==> config.mk <==
export PLATFORM = sky130hd
export DESIGN_NAME = ppi_bus_sequencer
export DESIGN_NICKNAME = d
export VERILOG_FILES = /design/src/rtl/ppi_bus_sequencer.sv
export SDC_FILE = /design/constraint.sdc
export NUM_CORES = 1
export LEC_CHECK = 0
export CORE_MARGIN = 5
export CORE_UTILIZATION = 42
export DETAILED_ROUTE_END_ITERATION = 6
export PLACE_DENSITY_LB_ADDON = 0.25
export SKIP_LAST_GASP = 1
export SYNTH_ARGS = -nofsm -noshare
export SYNTH_HDL_FRONTEND = slang
export SYNTH_SLANG_ARGS = --single-unit
export TNS_END_PERCENT = 1
==> constraint.sdc <==
create_clock -name CLK -period 2.25 [get_ports CLK]
set_input_delay 0.225 -clock CLK [delete_from_list [all_inputs] [get_ports CLK]]
set_output_delay 0.225 -clock CLK [all_outputs]
set_load 0.1 [all_outputs]
==> src/rtl/ppi_bus_sequencer.sv <==
// rtl/ppi_bus_sequencer.sv - 8255 PPI bus master: init control-word write, round-robin SETUP/STROBE/HOLD cycles (option macro: PPI_SEQ_CTRL_ACCESS_EN)
module ppi_bus_sequencer #(
    parameter logic [7:0] CTRL_WORD     = 8'h9B,
    parameter int         STROBE_CYCLES = 2
) (
    input  logic        CLK,
    input  logic        RESET_N,
    input  logic [1:0]  REQ,
    input  logic [1:0]  REQ_WE,
    input  logic [3:0]  REQ_ADDR,
    input  logic [15:0] REQ_WDATA,
    output logic [1:0]  GNT,
    output logic [1:0]  DONE,
    output logic [1:0]  ERR,
    output logic [7:0]  RDATA,
    output logic        INIT_DONE,
    output logic [1:0]  PPI_A,
    output logic        PPI_CS_N,
    output logic        PPI_RD_N,
    output logic        PPI_WR_N,
    output logic [7:0]  PPI_DOUT,
    output logic        PPI_DOE,
    input  logic [7:0]  PPI_DIN
);

`ifdef PPI_SEQ_CTRL_ACCESS_EN
    localparam bit CTRL_ACCESS_EN = 1'b1;
`else
    localparam bit CTRL_ACCESS_EN = 1'b0;
`endif

    localparam logic [3:0] STROBE_LAST = 4'(STROBE_CYCLES - 1);

    typedef enum logic [3:0] {
        ST_RESET, ST_INIT_SETUP, ST_INIT_STROBE, ST_INIT_HOLD,
        ST_IDLE, ST_SETUP, ST_STROBE, ST_HOLD, ST_REJECT
    } stateT;

    stateT       state;
    stateT       nextState;
    logic [3:0]  strobeCnt;
    logic        strobeLast;
    logic        rrPtr;
    logic        latchId;
    logic        latchWe;
    logic [1:0]  latchAddr;
    logic [7:0]  latchWdata;
    logic [7:0]  rdataReg;
    logic        initDoneReg;

    logic        reqAny;
    logic        winner;
    logic        winWe;
    logic [1:0]  winAddr;
    logic [7:0]  winWdata;
    logic        winReject;
    logic [1:0]  idMask;

    // Arbitration: single requester wins outright, a tie goes to the RR pointer
    always_comb begin
        reqAny    = |REQ;
        winner    = (REQ == 2'b11) ? rrPtr : REQ[1];
        winWe     = REQ_WE[winner];
        winAddr   = winner ? REQ_ADDR[3:2] : REQ_ADDR[1:0];
        winWdata  = winner ? REQ_WDATA[15:8] : REQ_WDATA[7:0];
        winReject = (winAddr == 2'b11) && (!winWe || !CTRL_ACCESS_EN);
        strobeLast = (strobeCnt == STROBE_LAST);
        idMask    = latchId ? 2'b10 : 2'b01;
    end

    // State register; the pre-init state keeps the bus idle while reset is held
    always_ff @(posedge CLK or negedge RESET_N) begin
        if (!RESET_N) state <= ST_RESET;
        else          state <= nextState;
    end

    // Next-state sequencing
    always_comb begin
        nextState = state;
        case (state)
            ST_RESET:       nextState = ST_INIT_SETUP;
            ST_INIT_SETUP:  nextState = ST_INIT_STROBE;
            ST_INIT_STROBE: nextState = strobeLast ? ST_INIT_HOLD : ST_INIT_STROBE;
            ST_INIT_HOLD:   nextState = ST_IDLE;
            ST_IDLE:        nextState = !reqAny ? ST_IDLE : (winReject ? ST_REJECT : ST_SETUP);
            ST_SETUP:       nextState = ST_STROBE;
            ST_STROBE:      nextState = strobeLast ? ST_HOLD : ST_STROBE;
            ST_HOLD:        nextState = ST_IDLE;
            ST_REJECT:      nextState = ST_IDLE;
            default:        nextState = ST_RESET;
        endcase
    end

    // Strobe width counter, runs only while a strobe is asserted
    always_ff @(posedge CLK or negedge RESET_N) begin
        if (!RESET_N) begin
            strobeCnt <= 4'd0;
        end else if ((state == ST_STROBE || state == ST_INIT_STROBE) && !strobeLast) begin
            strobeCnt <= strobeCnt + 4'd1;
        end else begin
            strobeCnt <= 4'd0;
        end
    end

    // Latch the winner's operands at the grant edge and hand priority to the other side
    always_ff @(posedge CLK or negedge RESET_N) begin
        if (!RESET_N) begin
            rrPtr      <= 1'b0;
            latchId    <= 1'b0;
            latchWe    <= 1'b0;
            latchAddr  <= 2'b00;
            latchWdata <= 8'h00;
        end else if (state == ST_IDLE && reqAny) begin
            rrPtr      <= ~winner;
            latchId    <= winner;
            latchWe    <= winWe;
            latchAddr  <= winAddr;
            latchWdata <= winWdata;
        end
    end

    // Read data capture on the edge leaving STROBE; init-done flag set leaving INIT_HOLD
    always_ff @(posedge CLK or negedge RESET_N) begin
        if (!RESET_N) begin
            rdataReg    <= 8'h00;
            initDoneReg <= 1'b0;
        end else begin
            if (state == ST_STROBE && strobeLast && !latchWe) rdataReg <= PPI_DIN;
            if (state == ST_INIT_HOLD) initDoneReg <= 1'b1;
        end
    end

    // Bus pins and handshake pulses decoded from the current state
    always_comb begin
        GNT       = 2'b00;
        DONE      = 2'b00;
        ERR       = 2'b00;
        PPI_A     = latchAddr;
        PPI_CS_N  = 1'b1;
        PPI_RD_N  = 1'b1;
        PPI_WR_N  = 1'b1;
        PPI_DOUT  = latchWdata;
        PPI_DOE   = 1'b0;
        RDATA     = rdataReg;
        INIT_DONE = initDoneReg;
        case (state)
            ST_INIT_SETUP, ST_INIT_STROBE, ST_INIT_HOLD: begin
                PPI_A    = 2'b11;
                PPI_CS_N = 1'b0;
                PPI_DOUT = CTRL_WORD;
                PPI_DOE  = 1'b1;
                PPI_WR_N = (state != ST_INIT_STROBE);
            end
            ST_SETUP, ST_STROBE, ST_HOLD: begin
                PPI_CS_N = 1'b0;
                PPI_DOE  = latchWe;
                if (state == ST_SETUP) GNT  = idMask;
                if (state == ST_HOLD)  DONE = idMask;
                if (state == ST_STROBE) begin
                    PPI_RD_N = latchWe;
                    PPI_WR_N = ~latchWe;
                end
            end
            ST_REJECT: begin
                GNT  = idMask;
                DONE = idMask;
                ERR  = idMask;
            end
            default: ;
        endcase
    end

endmodule
Word-level counts from Yosys, hierarchy flattened --
Index checks and enable logic that the tools add are counted.
Cells by class: mux-type cells 25, $add $sub $neg 1, equality and inequality tests 12, bitwise gates (word level) 2, reduce and logical (&&, ||, !) cells 13, magnitude comparators 1
Operators with widths (number):
- $pmux W4 S7 | 1
- $eq A4 B3 Y1 const B | 4
- $mux W8 | 2
- $mux W2 | 6
- $mux W4 | 3
- $mux W1 | 9
- $reduce_or A3 Y1 | 3
- $eq A4 B1 Y1 const B | 2
- $eq A4 B2 Y1 const B | 2
- $pmux W2 S2 | 2
- $reduce_or A6 Y1 | 1
- $add A4 B1 Y4 const B | 1
- $eq A2 B2 Y1 const B | 2
- $eq A4 B4 Y1 const B | 1
- $logic_and A1 B1 Y1 | 4
- $logic_not A4 Y1 | 1
- $ne A4 B2 Y1 const B | 1
- $pmux W1 S2 | 2
- $logic_not A1 Y1 | 2
- $lt A1 B2 Y1 const B | 1
- $not A1 Y1 | 2
- $reduce_or A2 Y1 | 1
- $logic_or A1 B1 Y1 | 1
Word-level totals: bits in registers 30, input port bits 34, word-level logic and storage cells 63

Depth between registers and ports, before layout --
depth after elaboration 7, depth in mapped cells 6

Worst setup path before layout --
OpenSTA, ideal clock, no wires.
kind reg2out, start register state[1], end output PPI_DOUT[2], setup slack -1733 ps, cell stages (with the launch flop) 5, arrival 3758 ps, path buffers 1, data required time 2025 ps, cells stage by stage dfrtp_1 > buf_6 > o21bai_1 > nor2_1 > nor2b_1
On the way: cells in the longest elaborated chain, start to end 3, elaborated cells on any way between the ends 5, classes of those cells eq/ne (3); mux (1); reduce/logical (1)
RTL lines:
- start, declared | line 39 | stateT state;
- start signal, assigned | line 74 | else state <= nextState;
- $eq A4 B2 Y1 / $eq A4 B1 Y1 (equally long branches) | line 146 | case (state)
- $reduce_or A3 Y1 * | line 146
- $mux W8 * | line 146
- end, declared | line 21 | output logic [7:0] PPI_DOUT,
Every way passes the cells marked *; elsewhere a longest branch is shown, timed or not.

Final worst setup path --
start register state[2], end output DONE[0]
On the way: cells in the longest elaborated chain, start to end 3, elaborated cells on any way between the ends 7, classes of those cells eq/ne (4); mux (2); reduce/logical (1)
RTL lines:
- $eq A4 B3 Y1, on equally long branches | line 146, 158
- $reduce_or A3 Y1 / $mux W2 (equally long branches) | line 146, 158
- $pmux W2 S2 * | line 146
- end, declared | line 13 | output logic [1:0] DONE,
Marked as above.

==> out/qor.yml <==
required_ns: 2.03
numCtsBuffers: 5
synth_top_flop_cell: "dfrtp_1"
ctsHoldBuffers: 0
post_synth_edffs: 0
postSynthCellCount: 146
first_global_vias: 1422
yosys_register_bits: 30
synth_area_per_cell_sq_um: 10.43
antenna_cells: 0
post_detailed_placement_cell_area_sq_um: 2379
cts.reportedPaths.clkPinSlew_ns: 0.11
finish.utilization_pct: 71.47
wire_per_inst_um: 15.37
clock_latency_ns: 0.33
crit_buf_inv: 1
post-route-min-period_ns: 2.107
dr.pass1.iters: 4
clock_net_sink_count: 30
cts-htree-levels: 2
fp.dieW_um: 70.21
detail_route.vias_per_cell: 5.181
crit_path_max_incr_delay_ns: 0.51
finalCritPeriodShare_pct: 93.63
ys.warnings.count: 0
cell_family_with_the_largest_share_of_critical_path_delay: "simple AND/OR/NAND/NOR gates"
timing.max_cap.violations: 0
flow.area_growth_from_synthesis_pct: 60.31
total_count_of_hold_check_failures_in_the_final_report: 0
timing.clock.skew_ns: 0.02055
finish.instance_area_sq_um: 2441
die_area_sq_um: 4929
syn-num-nets: 182
global_route.usage.total_pct: 17.23
unrepaired_setup_endpoints_after_global_routing: "false"
worst-path-max-fanout: 10
cts_tree: "done"
setup-violations-final: 0
achievable-frequency_mhz: 474.7
portBuffers: 62
num-nets-final: 248
remaining_max_slew_budget_at_the_tightest_pin_pct: 64.30
cpMaxStageDelayCell: "dfrtp_1"
post_synth_num_cell_types: 37
floorplan.io_pins: 63
worstHoldPathType: "input pin to async pin"
clk_root_buffer_cell: "clkbuf_4"
rows: 21
vias: 1342
grt_first_pass_wirelength_mm: 6.741
detail_route.iter0.violations: 104
proportion_of_synthesized_chip_area_in_sequential_cells_pct: 49.30
worstSetupEndpointType: "output pin"
gr-total-overflow: 0
layout.filler_cells: 256
grt_start_max_net_pins: 31
final_layout_size_suffix_gt1_share_pct: 33.33
slew_viol_final: 0
critical_path_arrival_ns: 1.88
route.final.wire_length_mm: 3.981
start_kind: "flop"
setup_tns_final_ns: 0
gpl.final_weighted_congestion: 0.8390
post_detailed_placement_half_perimeter_wirelength_mm: 3.182
cts_buffer_depth: 2
critical_path.cell_chain: "nand2b_1 -> nor3_1 -> a31oi_1 -> nor2_1 -> buf_12"
die-height_um: 70.21
remaining_drcs: 0
timing_worst_slew_pin_value_ns: 0.5319
path_class: "flop to output pin"
grt_antenna_before_repair: 0
core_area_sq_um: 3416
route.antenna.remaining_nets: 0
share_of_synthesized_registers_carrying_an_async_set_or_reset_pct: 100.0
outcome: "finished clean"
netlist_area_sq_um: 1523
initial_utilization_pct: 44.58
[cell usage after synthesis, types with 2 or more instances]
library cell | instances | area [sq um]
a221o_1 | 9 | 90.09
and2_1 | 2 | 12.51
buf_6 | 2 | 22.52
nor4_1 | 3 | 18.77
or2_2 | 7 | 43.79
mux2_2 | 8 | 90.09
and2_0 | 8 | 50.05
nor3_1 | 2 | 10.01
ha_1 | 2 | 25.02
nand2_1 | 9 | 33.78
clkbuf_1 | 2 | 7.510
nor2b_1 | 3 | 18.77
dfrtp_1 | 30 | 750.7
o21ai_0 | 5 | 25.02
buf_2 | 4 | 20.02
a21oi_1 | 2 | 10.01
inv_1 | 6 | 22.52
a211oi_1 | 2 | 15.01
xnor2_1 | 3 | 26.28
nor2_1 | 18 | 67.56
mux2i_1 | 3 | 30.03
[layout by cell type, fill, tap and decap left out, types with 2 or more instances in the layout]
master           Yosys  routed
a211oi_2             0       2
a221o_1              9       9
and2_0               8       8
and2_1               2       2
buf_12               0      18
buf_4                0      16
clkbuf_4             0       5
clkdlybuf4s50_1      0      33
dfrtp_1             30      30
ha_1                 2       2
inv_1                6       6
mux2_2               8       8
mux2i_1              3       3
nand2_1              9       9
nor2_1              18      17
nor2b_2              0       3
nor3_1               2       2
nor4_2               0       2
o21ai_0              5       4
o21ai_1              1       2
or2_2                7       7
xnor2_1              3       3
[flip-flops by register name (all words and copies together) (netlist names)]
signal	flops
INIT_DONE	1
latchId	1
state	4
latchAddr	2
strobeCnt	4
RDATA	8
latchWdata	8
latchWe	1
rrPtr	1
[area by class of cell]
class | count | area, sq um | share of cell area (%)
clock buffers | 7 | 55.05 | 2.255
multi-input cells | 102 | 739.5 | 30.29
flip-flops and latches | 30 | 750.7 | 30.75
inverters | 6 | 22.52 | 0.9226
repair buffers | 67 | 810.8 | 33.21
well taps | 46 | 57.56 | 2.358
clock inverters | 1 | 5.005 | 0.2050
[cell families after synthesis]
group,synth area share [%]
fa+ha+maj,1.643
xor+xnor,1.726
flops,49.30
simple gates,20.87
mux,7.889
compound gates,13.80
buf+inv,4.766
[routing by layer]
metal | GRT usage, % | part of all wire [%]
met5 | 0 | 0
met4 | 6.383 | 2.3
met3 | 6.600 | 6.7
met2 | 28.96 | 50
met1 | 19.84 | 41
[what timing repair did]
item | 4_1_cts | 5_1_grt
endpoints found under the hold margin | 0 | 0
setup buffers | 0 | 0
resized for setup | 1 | 0
setup endpoints to repair | 10 | 0
[path summary, 6_finish.rpt]
| path | cells past startpoint | slack (ns) | end | from |
|---|---|---|---|---|
| worst max-delay path | 5 | 0.14 | DONE[0] | state[2] |
| worst min-delay path | 2 | 0.27 | latchAddr[0] | RESET_N |
| worst max register to register | 4 | 0.26 | latchWdata[6] | state[2] |
| worst min register to register | 1 | 0.50 | strobeCnt[0] | strobeCnt[0] |
| max in group asynchronous | 2 | 1.67 | strobeCnt[3] | RESET_N |
| min in group CLK | 1 | 0.50 | strobeCnt[0] | strobeCnt[0] |
[metrics by stage]
step	hold slack (ns)	cells	setup slack [ns]
6_report	0.2707	259	0.1433
5_1_grt	0.3083	259	0.003394
4_1_cts	0.2897	259	0.1145
3_5_place_dp	0.4882	251	0.2633
3_3_place_gp	0.4658	251	0.3148
2_1_floorplan	-0.07059	146	-0.5426
Power is left out: the tool's default activity adds up to more than one toggle a clock period on the data nets, which glitch-free logic cannot reach.
